--- config.mk ---
export PLATFORM = sky130hd
export DESIGN_NAME = perf_mon_ctrl
export DESIGN_NICKNAME = d
export VERILOG_FILES = /design/src/rtl/perf_mon_ctrl.sv
export SDC_FILE = /design/constraint.sdc
export NUM_CORES = 1
export LEC_CHECK = 0
export ABC_AREA = 0
export BUFFER_PORTS_ARGS = -buffer_cell sky130_fd_sc_hd__buf_2
export CORE_AREA = 8 8 213 164
export CTS_CLUSTER_DIAMETER = 120
export CTS_CLUSTER_SIZE = 30
export DETAILED_ROUTE_END_ITERATION = 10
export DIE_AREA = 0 0 221 172
export PLACE_DENSITY = 0.72
export RECOVER_POWER = 100
export SLEW_MARGIN = 20
export SYNTH_ARGS = -nofsm -noshare
export SYNTH_HDL_FRONTEND = slang
export SYNTH_SLANG_ARGS = --single-unit
export TNS_END_PERCENT = 1
--- constraint.sdc ---
create_clock -name clk -period 16.4 [get_ports clk]
set_input_delay 4.92 -clock clk [delete_from_list [all_inputs] [get_ports clk]]
set_output_delay 4.92 -clock clk [all_outputs]
set_load 0.03 [all_outputs]
--- src/rtl/perf_mon_ctrl.sv ---
// ============================================================================
//  Module      : perf_mon_ctrl
//  Description : L1 cache performance monitor. Four 64-bit event counters
//                (L1I accesses/misses, L1D accesses/misses) governed by a
//                STOP/RUN/CLEAR state machine, with sticky overflow flags and
//                a simple req/ack register port.
//  Revision    : 1.0 - initial release
// ----------------------------------------------------------------------------
//  Ports
//    clk                     : clock, all state changes on rising edge
//    rst                     : asynchronous active-high reset
//    ic_en, ic_hit, ic_vbit  : L1I access strobe, hit, valid lookup
//    dc_en, dc_hit, dc_vbit  : L1D access strobe, hit, valid lookup
//    req, we, addr, wdata    : register request (held until ack)
//    ack                     : one-cycle completion, one cycle after accept
//    rdata                   : read data, valid while ack=1, zero otherwise
//    irq                     : overflow interrupt
//  Register map (addr)
//    0 CTRL  wr: bit2 clear > bit0 start > bit1 stop; rd: {clear, run}
//    1 OVF   sticky flags {DCM, DCA, ICM, ICA}, write-1-to-clear
//    2/3 ICA lo/hi, 4/5 ICM, 6/7 DCA, 8/9 DCM (hi reads return shadow)
//    10..15 read as zero; writes to 2..15 are ignored
//  Configuration
//    PERF_OVF_IRQ_EN : when defined, irq is a registered OR of the overflow
//                      flags; when undefined, irq is tied low.
// ============================================================================
`default_nettype none

module perf_mon_ctrl (
    input  logic        clk,
    input  logic        rst,
    input  logic        ic_en,
    input  logic        ic_hit,
    input  logic        ic_vbit,
    input  logic        dc_en,
    input  logic        dc_hit,
    input  logic        dc_vbit,
    input  logic        req,
    input  logic        we,
    input  logic [3:0]  addr,
    input  logic [31:0] wdata,
    output logic        ack,
    output logic [31:0] rdata,
    output logic        irq
);

    localparam logic [3:0] c_addr_ctrl   = 4'd0;
    localparam logic [3:0] c_addr_ovf    = 4'd1;
    localparam logic [3:0] c_addr_ica_lo = 4'd2;
    localparam logic [3:0] c_addr_ica_hi = 4'd3;
    localparam logic [3:0] c_addr_icm_lo = 4'd4;
    localparam logic [3:0] c_addr_icm_hi = 4'd5;
    localparam logic [3:0] c_addr_dca_lo = 4'd6;
    localparam logic [3:0] c_addr_dca_hi = 4'd7;
    localparam logic [3:0] c_addr_dcm_lo = 4'd8;
    localparam logic [3:0] c_addr_dcm_hi = 4'd9;

    typedef enum logic [1:0] {
        ST_STOP  = 2'd0,
        ST_RUN   = 2'd1,
        ST_CLEAR = 2'd2
    } state_t;

    state_t      r_state;
    state_t      w_state_next;

    logic [63:0] r_ica;
    logic [63:0] r_icm;
    logic [63:0] r_dca;
    logic [63:0] r_dcm;
    logic [3:0]  r_ovf;
    logic [31:0] r_shadow;
    logic        r_ack;
    logic [31:0] r_rdata;

    logic        w_accept;
    logic        w_wr;
    logic        w_rd;
    logic        w_ctrl_wr;
    logic        w_ovf_wr;
    logic        w_run;
    logic        w_clear;
    logic [3:0]  w_evt;
    logic [3:0]  w_wrap;
    logic [3:0]  w_ovf_clr;
    logic [31:0] w_rd_data;
    logic [31:0] w_shadow_cap;
    logic        w_lo_rd;
    logic        w_unused_wdata;

    // ------------------------------------------------------------------------
    // Request handshake: a cycle with ack high is the tail of the previous
    // request, so a still-asserted req there is not a new request.
    // ------------------------------------------------------------------------
    assign w_accept  = req & ~r_ack;
    assign w_wr      = w_accept & we;
    assign w_rd      = w_accept & ~we;
    assign w_ctrl_wr = w_wr & (addr == c_addr_ctrl);
    assign w_ovf_wr  = w_wr & (addr == c_addr_ovf);
    assign w_ovf_clr = w_ovf_wr ? wdata[3:0] : 4'b0000;

    // Only the low control/flag bits of wdata carry meaning.
    assign w_unused_wdata = &{1'b0, wdata[31:4]};

    assign w_run   = (r_state == ST_RUN);
    assign w_clear = (r_state == ST_CLEAR);

    // Event qualification; counting uses the state before any CTRL write
    // landing on the same edge.
    assign w_evt[0] = w_run & ic_en;
    assign w_evt[1] = w_run & ic_vbit & ~ic_hit;
    assign w_evt[2] = w_run & dc_en;
    assign w_evt[3] = w_run & dc_vbit & ~dc_hit;

    assign w_wrap[0] = w_evt[0] & (&r_ica);
    assign w_wrap[1] = w_evt[1] & (&r_icm);
    assign w_wrap[2] = w_evt[2] & (&r_dca);
    assign w_wrap[3] = w_evt[3] & (&r_dcm);

    // ------------------------------------------------------------------------
    // State machine
    // ------------------------------------------------------------------------
    always_ff @(posedge clk or posedge rst) begin
        if (rst) begin
            r_state <= ST_STOP;
        end else begin
            r_state <= w_state_next;
        end
    end

    always_comb begin
        w_state_next = r_state;
        case (r_state)
            ST_STOP, ST_RUN: begin
                if (w_ctrl_wr) begin
                    if (wdata[2]) begin
                        w_state_next = ST_CLEAR;
                    end else if (wdata[0]) begin
                        w_state_next = ST_RUN;
                    end else if (wdata[1]) begin
                        w_state_next = ST_STOP;
                    end
                end
            end
            // CLEAR is a single-cycle pulse; no request can be accepted in
            // it because ack is high for the write that caused it.
            ST_CLEAR: w_state_next = ST_STOP;
            default:  w_state_next = ST_STOP;
        endcase
    end

    // ------------------------------------------------------------------------
    // Event counters
    // ------------------------------------------------------------------------
    always_ff @(posedge clk or posedge rst) begin
        if (rst) begin
            r_ica <= 64'd0;
            r_icm <= 64'd0;
            r_dca <= 64'd0;
            r_dcm <= 64'd0;
        end else if (w_clear) begin
            r_ica <= 64'd0;
            r_icm <= 64'd0;
            r_dca <= 64'd0;
            r_dcm <= 64'd0;
        end else begin
            if (w_evt[0]) r_ica <= r_ica + 64'd1;
            if (w_evt[1]) r_icm <= r_icm + 64'd1;
            if (w_evt[2]) r_dca <= r_dca + 64'd1;
            if (w_evt[3]) r_dcm <= r_dcm + 64'd1;
        end
    end

    // Sticky overflow flags: a wrap in the same cycle as a W1C wins.
    always_ff @(posedge clk or posedge rst) begin
        if (rst) begin
            r_ovf <= 4'b0000;
        end else if (w_clear) begin
            r_ovf <= 4'b0000;
        end else begin
            r_ovf <= (r_ovf & ~w_ovf_clr) | w_wrap;
        end
    end

    // ------------------------------------------------------------------------
    // Read mux. A lo-word read also yields that counter's upper half, which
    // is latched into the shadow so the following hi-word read is coherent.
    // ------------------------------------------------------------------------
    always_comb begin
        w_rd_data    = 32'd0;
        w_shadow_cap = 32'd0;
        w_lo_rd      = 1'b0;
        case (addr)
            c_addr_ctrl:   w_rd_data = {30'd0, w_clear, w_run};
            c_addr_ovf:    w_rd_data = {28'd0, r_ovf};
            c_addr_ica_lo: begin
                w_rd_data    = r_ica[31:0];
                w_shadow_cap = r_ica[63:32];
                w_lo_rd      = 1'b1;
            end
            c_addr_icm_lo: begin
                w_rd_data    = r_icm[31:0];
                w_shadow_cap = r_icm[63:32];
                w_lo_rd      = 1'b1;
            end
            c_addr_dca_lo: begin
                w_rd_data    = r_dca[31:0];
                w_shadow_cap = r_dca[63:32];
                w_lo_rd      = 1'b1;
            end
            c_addr_dcm_lo: begin
                w_rd_data    = r_dcm[31:0];
                w_shadow_cap = r_dcm[63:32];
                w_lo_rd      = 1'b1;
            end
            c_addr_ica_hi, c_addr_icm_hi,
            c_addr_dca_hi, c_addr_dcm_hi: w_rd_data = r_shadow;
            default:       w_rd_data = 32'd0;
        endcase
    end

    always_ff @(posedge clk or posedge rst) begin
        if (rst) begin
            r_shadow <= 32'd0;
        end else if (w_clear) begin
            r_shadow <= 32'd0;
        end else if (w_rd && w_lo_rd) begin
            r_shadow <= w_shadow_cap;
        end
    end

    // Response: data is sampled on the accept edge and presented with ack.
    always_ff @(posedge clk or posedge rst) begin
        if (rst) begin
            r_ack   <= 1'b0;
            r_rdata <= 32'd0;
        end else begin
            r_ack   <= w_accept;
            r_rdata <= w_rd ? w_rd_data : 32'd0;
        end
    end

    assign ack   = r_ack;
    assign rdata = r_rdata;

    // ------------------------------------------------------------------------
    // Interrupt
    // ------------------------------------------------------------------------
`ifdef PERF_OVF_IRQ_EN
    logic r_irq;

    always_ff @(posedge clk or posedge rst) begin
        if (rst) begin
            r_irq <= 1'b0;
        end else begin
            r_irq <= |r_ovf;
        end
    end

    assign irq = r_irq;
`else
    assign irq = 1'b0;
`endif

endmodule

`default_nettype wire

# Word level (Yosys, flattened, before mapping)
# Cells that the tools add are included.
[word_totals] regBits=327 latchBits=0 ramBits=0 rom_bits=0 output_inout_bits=34 n_memories=0
[op_classes] add_sub_neg=4 n_mul=0 div_mod_pow=0 order_cmp=0 n_eq_ne=13 shift=0 mux=21 n_bitwise=22 n_reduce_logical=16
[ops] operator="$mux 64" n=8
[ops] operator="$add 64x1->64 const B" n=4
[ops] operator="$reduce_and 64->1" n=4
[ops] operator="$pmux 32 s7" n=1
[ops] operator="$pmux 32 s4" n=1
[ops] operator="$mux 32" n=3
[ops] operator="$eq 4x3->1 const B" n=4
[ops] operator="$and 1x1->1" n=15
[ops] operator="$mux 2" n=5
[ops] operator="$reduce_bool 2->1" n=5
[ops] operator="$eq 4x2->1 const B" n=2
[ops] operator="$eq 4x4->1 const B" n=2
[ops] operator="$mux 4" n=2
[ops] operator="$reduce_or 4->1" n=2
[ops] operator="$and 4x4->4" n=1
[ops] operator="$eq 4x1->1 const B" n=1
[ops] operator="$logic_not 4->1" n=1
[ops] operator="$ne 4x4->1 const B" n=1
[ops] operator="$not 1->1" n=4
[ops] operator="$not 4->4" n=1
[ops] operator="$or 4x4->4" n=1
[ops] operator="$eq 2x1->1 const B" n=1
[ops] operator="$eq 2x2->1 const B" n=1
[ops] operator="$logic_not 2->1" n=1
[ops] operator="other kinds (5)" n=5

# Longest topological paths before layout
# Gate-level depths: netlist of the first run.
[logic_depth] depth_word=9 depth_mapped=8 depth_no_buf=6

# Worst setup path after synthesis of the first run
# No wires, ideal clock.
[synth_timing] kind="input port to flip-flop" from="in dc_en" to="reg r_ovf[2]" setup_time_ps=77 arrival_time_ps=6832 t_required_ps=16323 path_slack_ps=9491 stages=6 path_buffers=1 cell_sequence="buf_2 -> nand4_1 -> nor4_1 -> nand4_1 -> or4_1 -> a21oi_1"
[synth_between] elab_chain_cells=4
[synth_lines] item="from (decl)" line="35" rtl="input logic dc_en,"
[synth_lines] item="$and 1x1->1" line="112" rtl="assign w_evt[2] = w_run & dc_en;"
[synth_lines] item="$and 1x1->1" line="117" rtl="assign w_wrap[2] = w_evt[2] & (&r_dca);"
[synth_lines] item="$or 4x4->4" line="181" rtl="r_ovf <= (r_ovf & ~w_ovf_clr) | w_wrap;"
[synth_lines] item="$mux 4" line="178" rtl="end else if (w_clear) begin"
[synth_lines] item="to (signal assigned)" line="181"
[synth_lines] item="to (decl)" line="71" rtl="logic [3:0] r_ovf;"
# No other way between the ends.
# A chain may end at the register's enable or synchronous reset.

==> results of run 1 <==
-- kinds of logic (layout without fill, tap and decap cells) --
group,after synthesis,in the layout,synth area share (%)
mux,41,41,2.40
fa+ha+maj,4,4,0.293
xor+xnor,81,81,4.15
compound gates,436,436,18.2
other cells,1,1,0.0219
buf+inv,123,107,2.88
flops,327,327,47.9
simple gates,801,801,24.2
-- per-layer routing --
metal	share of wire (%)	global-route usage, %	up-vias
li1	-	-	6877
met1	45	42.5	7648
met2	40	37.8	779
met3	12	8.19	89
met4	3.3	8.37	2
met5	0.053	0.644	-
-- worst max-delay path: stages --
cell and delay [ns]:
sky130_fd_sc_hd__clkbuf_1 0.08, sky130_fd_sc_hd__clkinvlp_2 2.87, sky130_fd_sc_hd__buf_4 1.02, sky130_fd_sc_hd__buf_12 0.61
-- cell usage after synthesis (11+ instances only) --
cell and number:
sky130_fd_sc_hd__nand4_1 94, sky130_fd_sc_hd__nand2_1 200, sky130_fd_sc_hd__xor2_1 55, sky130_fd_sc_hd__xnor2_1 26, sky130_fd_sc_hd__o2bb2ai_1 32, sky130_fd_sc_hd__and2_1 11, sky130_fd_sc_hd__a22o_1 36, sky130_fd_sc_hd__nor3_1 31
sky130_fd_sc_hd__and4_1 16, sky130_fd_sc_hd__nor2_1 128, sky130_fd_sc_hd__or3_1 29, sky130_fd_sc_hd__o211ai_1 41, sky130_fd_sc_hd__o21ai_0 63, sky130_fd_sc_hd__and3_1 35, sky130_fd_sc_hd__nand3_1 131, sky130_fd_sc_hd__inv_1 21
sky130_fd_sc_hd__a31oi_1 34, sky130_fd_sc_hd__a21oi_1 55, sky130_fd_sc_hd__a221oi_1 33, sky130_fd_sc_hd__nand2b_1 13, sky130_fd_sc_hd__mux2i_1 41, sky130_fd_sc_hd__dfrtp_1 327, sky130_fd_sc_hd__clkbuf_1 87, sky130_fd_sc_hd__o31ai_1 50
sky130_fd_sc_hd__or4_1 27, sky130_fd_sc_hd__nor4_1 48, sky130_fd_sc_hd__a22oi_1 62
-- area by class of cell --
class | instances | area [µm²]
clock inverters | 1 | 5.00
inverters | 21 | 80.1
clock buffers | 15 | 375
multi-input cells | 1364 | 8470
repair buffers | 70 | 345
well taps | 413 | 517
fillers | 2791 | 13800
flip-flops and latches | 327 | 8180
-- metrics by stage --
| stage | worst slack, ns | utilization, % | cell area [µm²] |
|---|---|---|---|
| after CTS | 9.30 | 56.9 | 18100 |
| final | 7.20 | 56.6 | 18000 |
| after detailed placement | 8.77 | 55.7 | 17700 |
| after global placement | 8.81 | 55.7 | 17700 |
| after floorplan | 2.43 | - | 17100 |
| after global routing | 6.28 | 56.6 | 18000 |
-- worst max-delay path by stage --
stage	startpoint	end	slack, ns	depth (start not counted)
2_1_floorplan	rst	ack	2.43	1
3_3_place_gp	addr[3]	rdata[21]	8.81	6
3_5_place_dp	addr[3]	rdata[21]	8.77	6
4_1_cts	addr[3]	rdata[21]	9.30	6
5_1_grt	rst	r_dca[4]	6.28	4
6_report	rst	r_dca[5]	7.20	4
-- report_power, final --
group / switching [mW] / internal [mW] / leakage, nW
registers: 0.0707 / 0.846 / 4.31
logic: 0.0787 / 0.0460 / 2.51
clock network: 0.258 / 0.167 / 0.189
total: 0.408 / 1.06 / 7.01
-- registers in the layout, indices dropped and copies added (netlist names) --
register and cells:
r_dca 64, r_dcm 64, r_ica 64, r_icm 64, r_shadow 32, rdata 32
r_ovf 4, r_state 2, ack 1
==> implementation parameters, run 1 <==
Parameter                              Value

Global routing
  Global router's overall resource usage ... 28.0%
  Antenna violations before repair ... 2
  Pin count of the biggest net entering global routing ... 151
  Wire length of the first global-routing pass ... 83.9 mm
  Number of global-route vias before repair ... 14,000
  Total overflow reported by the global router ... 0

Synth
  Synth top area cells ... sky130_fd_sc_hd__dfrtp_1, sky130_fd_sc_hd__nand2_1, sky130_fd_sc_hd__nand3_1
  Register area share after synthesis ... 47.9%
  Synth top area share ... 47.9%
  Gate Count Post-Synth ... 1,814
  Cell area after synthesis ... 17,100 µm²
  Net count of the mapped netlist ... 1,864
  Total of warnings raised by yosys ... 0
  EDFF count, synth ... 0
  Synthesized area per cell ... 9.42 µm²
  Number of synthesized register bits ... 327
  Prevailing post-synth register cell ... sky130_fd_sc_hd__dfrtp_1
  Cell type with the largest total area after synthesis ... sky130_fd_sc_hd__dfrtp_1
  Share of flip-flops with an asynchronous set or reset ... 100%
  Count of distinct cell types in the synthesized netlist ... 57

Die
  Core area ... 31,700 µm²
  Area of the die ... 38,000 µm²
  Chip height ... 172 µm
  Initial standard-cell utilization of the core ... 53.9%
  Die Wd ... 221 µm
  Io pins ... 80
  Row Count ... 57

Place
  Placed instance count ... 2,195
  Input/output buffers ... 50
  Final weighted congestion in routability-driven placement ... 0.964
  Post-DP HPWL ... 38.9 mm

Layout
  Filler-free cell count of the finished design ... 2,211
  Count of antenna diodes in the layout ... 0
  Most common cell after layout, fill and taps aside ... sky130_fd_sc_hd__dfrtp_1
  Ratio of cells with drive above 1 in the final layout ... 3.50%
  Final #Nets ... 1,848
  Most frequent cells in the layout ... sky130_fd_sc_hd__dfrtp_1, sky130_fd_sc_hd__nand2_1, sky130_fd_sc_hd__nand3_1, sky130_fd_sc_hd__nor2_1, sky130_fd_sc_hd__nand4_1
  Area added between synthesis and finish ... 5.16%

Hold path
  Number of stages on the worst hold path ... 1
  Hold wc startpoint ... r_ica[63]
  Hold Path Class ... reg -> reg
  Capture endpoint of the worst hold path ... r_ica[63]

Clocking
  H-tree depth reported by CTS ... 1
  CTS clk-pin slew, worst paths ... 0.11 ns
  Longest Clk Path Bufs ... 3
  Insertion delay of the later-clocked pin in the worst-skew pair ... 0.54 ns
  Cts-stage hold buffer count ... 0
  Number of instances resized during post-cts repair ... 0
  Setup Buffers After CTS ... 0
  Count of clock tree sinks ... 327
  Clock Root Buffer ... sky130_fd_sc_hd__clkbuf_16
  Clock tree from TritonCTS ... built
  Number of CTS-inserted buffers ... 14

Timing
  F_max ... 0.109 GHz
  Share of the cycle needed by the critical path after routing ... 56.1%
  RSZ-0062 raised after global routing ... no
  Worst hold slack across all endpoints ... 0.491 ns
  Number of hold-slack violations in the final timing report ... 0
  Tightest slew margin relative to the limit ... -250%
  Minimum clock period ... 9.20 ns
  Number of max-slew violations in the final report ... 191
  Worst Max-Slew Pin Slew ... 5.22 ns
  Final count of negative-setup-slack endpoints ... 0
  Final TNS setup ... 0 ns
  Largest clock skew in the final design ... 0.0216 ns

Routing
  Vias after detailed routing ... 15,400
  DRC viols ... 0
  Antenna-violating nets left ... 0
  Violation count after the first detailed-routing iteration ... 2,446
  Total wire length ... 54.3 mm
  Routed vias/inst ... 6.96
  Count of TritonRoute iterations in the first routing pass ... 6
  Wire per inst ... 24.6 µm

Power
  Total chip power ... 1.47 mW
  Worst ir drop on vdd ... 0.0000693 V
  PwrDens ... 81.6 nW/µm²
  Pleak ... 7.01 nW

Job
  Max-Cap Viols ... 3

Worst setup path
  Reg-to-reg slack, setup ... 12.06 ns
  Critical path launch point type ... input port
  R2R Path End ... r_ica[56]
  Maximum fanout along the worst path ... 150
  Crit path required time ... 16.96 ns
  CP Capture Type ... asynchronous set/reset pin
  Type of the setup path with the least slack ... in -> async
  Count of cells along the worst register-to-register path ... 5
  Startpoint of the most critical register-to-register path ... r_state[0]
  Arrival time at the worst endpoint ... 9.76 ns

Outcome
  Failing checks ... max-capacitance violations, max-slew violations
  Status ... complete, but fails checks
No activity file was read; power rests on OpenSTA's default activity.
==> inputs of run 2 (changes only) <==
==> constraint.sdc (replaced) <==
create_clock -name clk -period 8.9 [get_ports clk]
set_input_delay 2.67 -clock clk [delete_from_list [all_inputs] [get_ports clk]]
set_output_delay 2.67 -clock clk [all_outputs]
set_load 0.03 [all_outputs]
==> implementation parameters, run 2 (synthesized netlist as in run 1, its figures left out) <==
Parameter                              Value

Global routing
  Global router's overall resource usage ... 27.8%
  Met3 global-route usage ... 7.64%
  Top Usage Layer GRT ... met1
  Wire length of the first global-routing pass ... 83.3 mm
  Pin count of the biggest net entering global routing ... 172
  Total overflow reported by the global router ... 0
  GR met1 Demand/Resource ... 42.4%
  Number of global-route vias before repair ... 13,800
  Antenna violations before repair ... 1
  Global routing met2 resource utilization ... 38.3%

Worst setup path
  Bufs and invs on worst path ... 2
  Worst setup path start ... addr[0]
  Slowest CP cell ... sky130_fd_sc_hd__clkbuf_1
  R2R Path End ... r_shadow[24]
  Total number of cells along the worst setup path ... 6
  Critical path launch point type ... input port
  Crit path required time ... 9.28 ns
  Cell with the most instances on the worst path ... sky130_fd_sc_hd__clkbuf_1
  Startpoint of the most critical register-to-register path ... r_state[1]
  Cell chain of the critical path ... clkbuf_1 > nand2b_1 > nor3_1 > clkbuf_1 > a22oi_1 > a31oi_1
  Maximum fanout along the worst path ... 64
  Count of cells along the worst register-to-register path ... 6
  Arrival time at the worst endpoint ... 6.64 ns
  Reg-to-reg slack, setup ... 2.68 ns
  Type of the setup path with the least slack ... in -> reg
  CP Capture Type ... register
  Delay of the slowest critical-path stage ... 2.23 ns
  Endpoint of the most critical setup path ... rdata[23]
  Critical path's top delay family ... buffers and inverters

Hold path
  Hold Path Class ... reg -> reg

Clocking
  Count of clock tree sinks ... 327
  Number of instances resized during post-cts repair ... 0
  Clock Root Buffer ... sky130_fd_sc_hd__clkbuf_16
  Clock tree from TritonCTS ... built
  CTS clk-pin slew, worst paths ... 0.12 ns
  H-tree depth reported by CTS ... 1
  Number of CTS-inserted buffers ... 14
  Cts-stage hold buffer count ... 0
  Setup Buffers After CTS ... 0
  Insertion delay of the later-clocked pin in the worst-skew pair ... 0.53 ns
  Longest Clk Path Bufs ... 3

Layout
  Most frequent cells in the layout ... sky130_fd_sc_hd__dfrtp_1, sky130_fd_sc_hd__nand2_1, sky130_fd_sc_hd__nand3_1, sky130_fd_sc_hd__nor2_1, sky130_fd_sc_hd__nand4_1
  Post-route design area ... 18,000 µm²
  Final #Nets ... 1,849
  Ratio of cells with drive above 1 in the final layout ... 3.28%
  Most common cell after layout, fill and taps aside ... sky130_fd_sc_hd__dfrtp_1
  Filler-free cell count of the finished design ... 2,214
  Area added between synthesis and finish ... 5.03%
  Utilization after layout ... 56.6%
  Fillers ... 2,772

Power
  Internal ... 1.95 mW
  Combinational share of power ... 8.4%
  PwrDens ... 150 nW/µm²
  Worst ir drop on vdd ... 0.000121 V
  Sw Share ... 27.6%
  Net switching power figure ... 743 µW
  Pleak ... 7.00 nW
  Sequential group share of total power ... 62.8%
  Clock group share of total power ... 28.8%

Die
  Chip height ... 172 µm
  Row Count ... 57
  Area of the die ... 38,000 µm²
  Io pins ... 80
  Initial standard-cell utilization of the core ... 53.9%
  Die Wd ... 221 µm
  Core area ... 31,700 µm²

Timing
  Share of the cycle needed by the critical path after routing ... 70.3%
  Tightest slew margin relative to the limit ... -111%
  Minimum clock period ... 6.26 ns
  Final count of negative-setup-slack endpoints ... 0
  Worst hold slack across all endpoints ... 0.489 ns
  Largest clock skew in the final design ... 0.0255 ns
  Worst Max-Slew Pin Slew ... 3.16 ns
  RSZ-0062 raised after global routing ... no
  Number of hold-slack violations in the final timing report ... 0
  F_max ... 0.160 GHz
  Final TNS setup ... 0 ns
  Number of max-slew violations in the final report ... 377

Routing
  Total wire length ... 54.1 mm
  Count of TritonRoute iterations in the first routing pass ... 6
  Routed vias/inst ... 6.94
  Antenna-violating nets left ... 0
  Violation count after the first detailed-routing iteration ... 2,014
  DRC viols ... 0
  Vias after detailed routing ... 15,400
  Wire per inst ... 24.4 µm

Place
  Input/output buffers ... 50
  Placed instance count ... 2,196
  Final weighted congestion in routability-driven placement ... 1.03
  Area after DPL ... 17,700 µm²
  Post-DP HPWL ... 39.1 mm

Outcome
  Status ... complete, but fails checks
  Failing checks ... max-capacitance violations, max-slew violations

Job
  Max-Cap Viols ... 6
run 2: cell types whose count changed in the layout (fill, tap and decap cells not counted):
cell                       change
sky130_fd_sc_hd__nor3_4        -1
sky130_fd_sc_hd__nor3_1        +1
sky130_fd_sc_hd__nor2_1        +1
sky130_fd_sc_hd__buf_4         -4
sky130_fd_sc_hd__nor2_4        -1
sky130_fd_sc_hd__clkbuf_2      +1
sky130_fd_sc_hd__diode_2       +2
sky130_fd_sc_hd__clkbuf_1      +3
sky130_fd_sc_hd__buf_2         +1
run 2: worst min-delay path by stage:
stage | from | endpoint | depth (start not counted)
final | r_ica[63] | r_ica[63] | 1
after global routing | r_ica[63] | r_ica[63] | 1
after CTS | ack | ack | 1
after detailed placement | ack | ack | 1
after global placement | r_ica[63] | r_ica[63] | 1
after floorplan | r_ica[63] | r_ica[63] | 1
run 2: per-layer routing:
metal	wire, µm	vias up
li1	-	6882
met1	24600	7662
met2	21500	744
met3	6670	79
met4	1370	0
met5	0	-
run 2: power groups by stage:
stage / clock, mW / sequential (mW) / combinational [mW]
after global placement: 0 / 1.71 / 0.220
after floorplan: 0 / 1.66 / 0.169
after CTS: 0.791 / 1.68 / 0.229
after global routing: 0.836 / 1.70 / 0.257
final: 0.776 / 1.69 / 0.226
after detailed placement: 0 / 1.71 / 0.229
run 2: per-stage QoR:
step / worst slack [ns] / power, mW
finish: 2.64 / 2.69
global route: 2.08 / 2.79
CTS: 4.17 / 2.70
detailed placement: 3.62 / 1.94
global placement: 3.67 / 1.93
floorplan: 1.87 / 1.83
run 2: layout make-up:
class,instances,area [µm²],area share (%)
Tap cell,413,517,2.88
Clock buffer,15,375,2.09
Multi-Input combinational cell,1364,8450,47.1
Timing Repair Buffer,71,337,1.87
Inverter,21,80.1,0.446
Sequential cell,327,8180,45.6
Clock inverter,1,5.00,0.0279
Antenna cell,2,5.00,0.0279
run 2: worst reg2reg max path, stage by stage, from the launching register on:
cell                        delay, ns
sky130_fd_sc_hd__dfrtp_1         0.92
sky130_fd_sc_hd__inv_1           0.42
sky130_fd_sc_hd__nor2_1          1.39
sky130_fd_sc_hd__clkbuf_1        2.16
sky130_fd_sc_hd__nor2_2          0.06
sky130_fd_sc_hd__clkbuf_1        0.76
sky130_fd_sc_hd__o2bb2ai_1       0.36
